[config.mk]
export PLATFORM = sky130hd
export DESIGN_NAME = fifo_scan_param
export DESIGN_NICKNAME = d
export VERILOG_FILES = /design/src/rtl/fifo_scan_param.sv
export SDC_FILE = /design/constraint.sdc
export NUM_CORES = 1
export LEC_CHECK = 0
export ABC_AREA = 1
export CAP_MARGIN = 20
export CORE_MARGIN = 2
export CORE_UTILIZATION = 45
export DETAILED_ROUTE_END_ITERATION = 12
export PLACE_DENSITY = 0.62
export SLEW_MARGIN = 20
export SYNTH_ARGS = -nofsm -noshare
export SYNTH_HDL_FRONTEND = slang
export SYNTH_SLANG_ARGS = --single-unit
[constraint.sdc]
create_clock -name clk -period 3.1 [get_ports clk]
set_clock_uncertainty 0.2 [all_clocks]
set_input_delay 0.775 -clock clk [delete_from_list [all_inputs] [get_ports clk]]
set_output_delay 0.775 -clock clk [all_outputs]
set_load 0.01 [all_outputs]
[src/rtl/fifo_scan_param.sv]
// fifo_scan_param: parametrised circular FIFO driven by raw button levels,
// with occupancy flags, overflow/underflow pulses and a scanned digit display.
module fifo_btn_pulse (
    input  logic clk,
    input  logic rst,
    input  logic lvl_i,
    output logic pulse_o
);
    logic s1_q;
    logic s2_q;
    logic s3_q;

    // Two-stage synchroniser plus delay stage for rising-edge detection
    always_ff @(posedge clk) begin
        if (rst) begin
            s1_q <= 1'b0;
            s2_q <= 1'b0;
            s3_q <= 1'b0;
        end else begin
            s1_q <= lvl_i;
            s2_q <= s1_q;
            s3_q <= s2_q;
        end
    end

    assign pulse_o = s2_q & ~s3_q;
endmodule

module fifo_scan_param #(
    parameter  int WIDTH    = 4,
    parameter  int DEPTH    = 8,
    parameter  int AF_LEVEL = 6,
    parameter  int SCAN_DIV = 250000,
    localparam int AW       = $clog2(DEPTH),
    localparam int CW       = $clog2(DEPTH) + 1
) (
    input  logic             clk,
    input  logic             rst,
    input  logic             enq,
    input  logic             deq,
    input  logic [WIDTH-1:0] in,
    output logic [WIDTH-1:0] out,
    output logic             full,
    output logic             empty,
    output logic             almost_full,
    output logic [CW-1:0]    count,
    output logic             overflow,
    output logic             underflow,
    output logic [AW-1:0]    an,
    output logic [WIDTH-1:0] seg,
    output logic             disp_en
);
    localparam int DVW = (SCAN_DIV > 2) ? $clog2(SCAN_DIV) : 1;

    logic             p;
    logic             q;

    logic [WIDTH-1:0] mem_q [DEPTH];

    logic [AW-1:0]    wp_q,    wp_d;
    logic [AW-1:0]    rp_q,    rp_d;
    logic [CW-1:0]    count_q, count_d;
    logic [WIDTH-1:0] out_q,   out_d;
    logic             ovf_q,   ovf_d;
    logic             unf_q,   unf_d;

    logic [DVW-1:0]   div_q,   div_d;
    logic [AW-1:0]    dig_q,   dig_d;
    logic [AW-1:0]    an_q,    an_d;
    logic [WIDTH-1:0] seg_q,   seg_d;
    logic             den_q,   den_d;

    logic             full_w;
    logic             empty_w;
    logic             push_ok;
    logic             pop_ok;
    logic             tick;
    logic [AW-1:0]    scan_addr;

    fifo_btn_pulse u_enq (
        .clk     (clk),
        .rst     (rst),
        .lvl_i   (enq),
        .pulse_o (p)
    );

    fifo_btn_pulse u_deq (
        .clk     (clk),
        .rst     (rst),
        .lvl_i   (deq),
        .pulse_o (q)
    );

    assign full_w  = (count_q == CW'(DEPTH));
    assign empty_w = (count_q == '0);

    // Queue next-state: a full queue still accepts a push paired with a pop
    always_comb begin
        push_ok = p && (!full_w || q);
        pop_ok  = q && !empty_w;
        wp_d    = push_ok ? wp_q + AW'(1) : wp_q;
        rp_d    = pop_ok ? rp_q + AW'(1) : rp_q;
        count_d = count_q;
        unique case ({push_ok, pop_ok})
            2'b10:   count_d = count_q + CW'(1);
            2'b01:   count_d = count_q - CW'(1);
            default: count_d = count_q;
        endcase
        out_d = pop_ok ? mem_q[rp_q] : out_q;
        ovf_d = p && full_w && !q;
        unf_d = q && empty_w;
    end

    // Display scan next-state: load the current digit, then advance
    always_comb begin
        tick      = (div_q == DVW'(SCAN_DIV - 1));
        scan_addr = rp_q + dig_q;
        div_d     = tick ? '0 : div_q + DVW'(1);
        dig_d     = dig_q;
        an_d      = an_q;
        seg_d     = seg_q;
        den_d     = den_q;
        if (tick) begin
            dig_d = dig_q + AW'(1);
            an_d  = dig_q;
            seg_d = mem_q[scan_addr];
            den_d = ({1'b0, dig_q} < count_q);
        end
    end

    // Storage is never cleared; the count gates everything that reads it
    always_ff @(posedge clk) begin
        if (!rst && push_ok) begin
            mem_q[wp_q] <= in;
        end
    end

    // Queue control registers
    always_ff @(posedge clk) begin
        if (rst) begin
            wp_q    <= '0;
            rp_q    <= '0;
            count_q <= '0;
            out_q   <= '0;
            ovf_q   <= 1'b0;
            unf_q   <= 1'b0;
        end else begin
            wp_q    <= wp_d;
            rp_q    <= rp_d;
            count_q <= count_d;
            out_q   <= out_d;
            ovf_q   <= ovf_d;
            unf_q   <= unf_d;
        end
    end

    // Scan divider, digit index and display registers
    always_ff @(posedge clk) begin
        if (rst) begin
            div_q <= '0;
            dig_q <= '0;
            an_q  <= '0;
            seg_q <= '0;
            den_q <= 1'b0;
        end else begin
            div_q <= div_d;
            dig_q <= dig_d;
            an_q  <= an_d;
            seg_q <= seg_d;
            den_q <= den_d;
        end
    end

    assign out         = out_q;
    assign count       = count_q;
    assign full        = full_w;
    assign empty       = empty_w;
    assign almost_full = (count_q >= CW'(AF_LEVEL));
    assign overflow    = ovf_q;
    assign underflow   = unf_q;
    assign an          = an_q;
    assign seg         = seg_q;
    assign disp_en     = den_q;
endmodule

==> flow_metrics.env <==
export IMPL_crit_path_start_kind="flip-flop"
export IMPL_critPathArrivalTime_ns=1.78
export IMPL_synth_xor_area_share_pct=2.11
export IMPL_required_ns=2.12
export IMPL_gp_congestion=0.942
export IMPL_core_area_um2=9060
export IMPL_ir_drop_uv=225
export IMPL_post_dp_hpwl_mm=6.60
export IMPL_io_pins=29
export IMPL_r2r_slack_ns=0.63
export IMPL_vias=3345
export IMPL_ctsResizeCount=0
export IMPL_yosysTopAreaCellShare_pct=24.6
export IMPL_outcome="finished, final reports clean"
export IMPL_nNetsFinal=592
export IMPL_hp_class="reg2reg"
export IMPL_synthSimpleGateAreaFrac_pct=32.0
export IMPL_power_density_nw_per_um2=458
export IMPL_synthAdderAreaFrac_pct=3.99
export IMPL_synth_area_leaders="dfxtp_1 25%, edfxtp_1 23%, nand2_1 14%"
export IMPL_setup_violations_final=0
export IMPL_ys_warn_count=0
export IMPL_final_cells=688
export IMPL_die_height_um=100
export IMPL_grt_pass1_vias=3251
export IMPL_holdPathEnd="u_deq.s2_q"
export IMPL_path_class="reg2out"
export IMPL_cap_viol_max_count=0
export IMPL_ff2ff_path_depth=12
export IMPL_synth_compound_area_share_pct=4.59
export IMPL_slew_headroom_pct=65.1
export IMPL_r2r_start="count[0]"
export IMPL_root_buffer="clkbuf_8"
export IMPL_fmax_ghz=0.363
export IMPL_track_usage_pct=18.8
export IMPL_cts_clk_slew_worst_paths_ns=0.08
export IMPL_synthCells=541
export IMPL_clockBufferDepth=2
export IMPL_rsz0062_at_grt="false"
export IMPL_cts_hold_buf=0
export IMPL_clk_insertion_delay_late_ns=0.35
export IMPL_cts_inserted_buffers=9
export IMPL_synth_top_family_by_area="simple AND/OR/NAND/NOR gates"
export IMPL_power_leakage_nw=2.02
export IMPL_synth_area_mux_share_pct=0
export IMPL_ys_ff_latch=83
export IMPL_antenna_found_initial=0
export IMPL_post_cts_buffers=0
export IMPL_dr_pass1_iters=5
export IMPL_syn_area_um2=4140
export IMPL_end_kind="output port"
export IMPL_wl_per_cell_um=12.7
export IMPL_placed_area_um2=4520
export IMPL_area_delta_synth_final_pct=14.6
export IMPL_drc=0
export IMPL_drive_gt1_share_pct=5.89
export IMPL_ant_nets=0
export IMPL_grt_max_degree=21
export IMPL_async_reset_ff_share_pct=0
export IMPL_grt_pass1_wl_mm=15.0
export IMPL_synth_nets=561
export IMPL_fin_setup_tns_ns=0
export IMPL_worst_pin_slew_ns=0.523
export IMPL_synth_enable_flop_cells=32
export IMPL_finalHoldViolCount=0
export IMPL_n_antenna_cell=0
export IMPL_finalCriticalPeriod_ns=2.75
export IMPL_ctsHtreeMaxLevel=3
export IMPL_crit_path_max_fanout=5
export IMPL_min_path_cells=2
export IMPL_drv_slew=0
export IMPL_dieWidth_um=100
export IMPL_final_area_um2=4750
export IMPL_clock_sinks=83
export IMPL_gr_total_overflow=0
export IMPL_min_from="u_deq.s1_q"
export IMPL_r2r_end="count[3]"
export IMPL_setup_ws_ns=0.346
export IMPL_dp_cells=672
export IMPL_port_buffers=28
export IMPL_cts_tree="built"
export IMPL_row_count=35
export IMPL_wirelength_mm=8.71
export IMPL_syn_avg_cell_area_um2=7.66
export IMPL_initial_utilization_pct=45.7
export IMPL_place_ws_ns=0.624
export IMPL_post_route_period_util_pct=88.8
export IMPL_ys_seq_area_share_pct=47.8
export IMPL_synth_cell_types=34
export IMPL_drt_iter0_drc=151
export IMPL_yosysTopAreaCell="dfxtp_1"
export IMPL_routed_via_density=4.86
export IMPL_synth_ff_type="dfxtp_1"
export IMPL_dieArea_um2=9990
-- cells in the mapped netlist (6+ instances only) --
master    number
nand4_1       11
nor2_1        56
o21ai_0       14
ha_1          10
inv_1         82
buf_2          6
nand2_1      153
dfxtp_1       51
xor2_1         6
a21oi_1       24
edfxtp_1      32
nand3_1       57
-- critical path, cell delays in order, from the launching register on --
cell and delay [ns]:
dfxtp_1 0.41, inv_1 0.12, nor4_1 0.30, clkdlybuf4s50_1 0.60
-- worst max path at each step --
stage,startpoint,to,slack [ns],depth (start not counted)
after floorplan,count[3],count[3],0.86,12
after detailed placement,count[0],count[3],0.62,12
after global routing,count[3],full,0.27,3
after CTS,count[3],full,0.29,3
after global placement,count[0],count[3],0.68,12
final,count[3],full,0.35,3
-- through the flow --
| stage | util, % | hold slack [ns] | power, W |
|---|---|---|---|
| after floorplan | - | 0.188 | 0.00128 |
| after global placement | 49.9 | 0.198 | 0.00134 |
| after detailed placement | 49.9 | 0.194 | 0.00134 |
| after CTS | 52.4 | 0.206 | 0.00220 |
| after global routing | 52.4 | 0.232 | 0.00226 |
| final | 52.4 | 0.204 | 0.00218 |
-- where the power goes --
group / total (W) / switching [W] / leakage, nW / internal (W)
Sequential: 0.00116 / 0.0000130 / 0.701 / 0.00115
Combinational: 0.000156 / 0.0000954 / 1.21 / 0.0000610
Clock: 0.000860 / 0.000380 / 0.110 / 0.000480
-- per-layer routing --
metal	global-route usage, %	share of wire [%]	vias to the layer above
met4	5.90	1.8	0
met1	25.1	47	1460
li1	-	-	1774
met3	3.55	4.8	14
met2	31.1	46	97
met5	0	0	-
-- state kept, by name, indices dropped and copies added, names as in the netlist, 3 cells and up --
| register | cells |
|---|---|
| an | 3 |
| count | 4 |
| wp_q | 3 |
| div_q | 18 |
| mem_q | 32 |
| rp_q | 3 |
| out | 4 |
| seg | 4 |
| dig_q | 3 |
-- layout by cell type, fill, tap and decap left out --
cell	n
or2_0	1
nor2_1	56
edfxtp_1	32
nand3_2	1
nor3_1	4
nand2b_1	1
clkinvlp_4	1
nand3b_1	1
clkdlybuf4s50_1	28
xor2_1	6
clkinv_1	2
nand2_4	1
nand3_4	1
fa_1	2
inv_2	2
o21ai_0	14
nor2_4	3
dfxtp_1	51
buf_4	4
xnor2_1	4
inv_6	1
nor2_2	2
or2_2	1
ha_1	10
nand4_2	1
bufinv_16	2
clkbuf_1	1
nand4_1	11
nor4_1	2
and3_1	1
nand3_1	57
clkinv_4	1
nand2_2	2
inv_1	82
nand3b_2	1
clkbuf_8	10
a21oi_1	24
nand2_1	153
-- cells by family (layout without fill, tap and decap cells) --
family,count (synthesis),in the layout
xor gates and xnor gates,10,10
adders and majority gates,12,12
AOI/OAI and AO/OA,38,38
DFF,83,83
and+or+nand+nor,300,300
buffers and inverters,98,134
-- cell type report --
type | count | area (um2)
Multi-Input combinational cell | 360 | 1770
Inverter | 86 | 323
Sequential cell | 83 | 1980
Clock inverter | 5 | 85.1
Fill cell | 888 | 4320
Tap cell | 111 | 139
Timing Repair Buffer | 32 | 310
Clock buffer | 11 | 141
No activity file was read; power rests on OpenSTA's default activity.
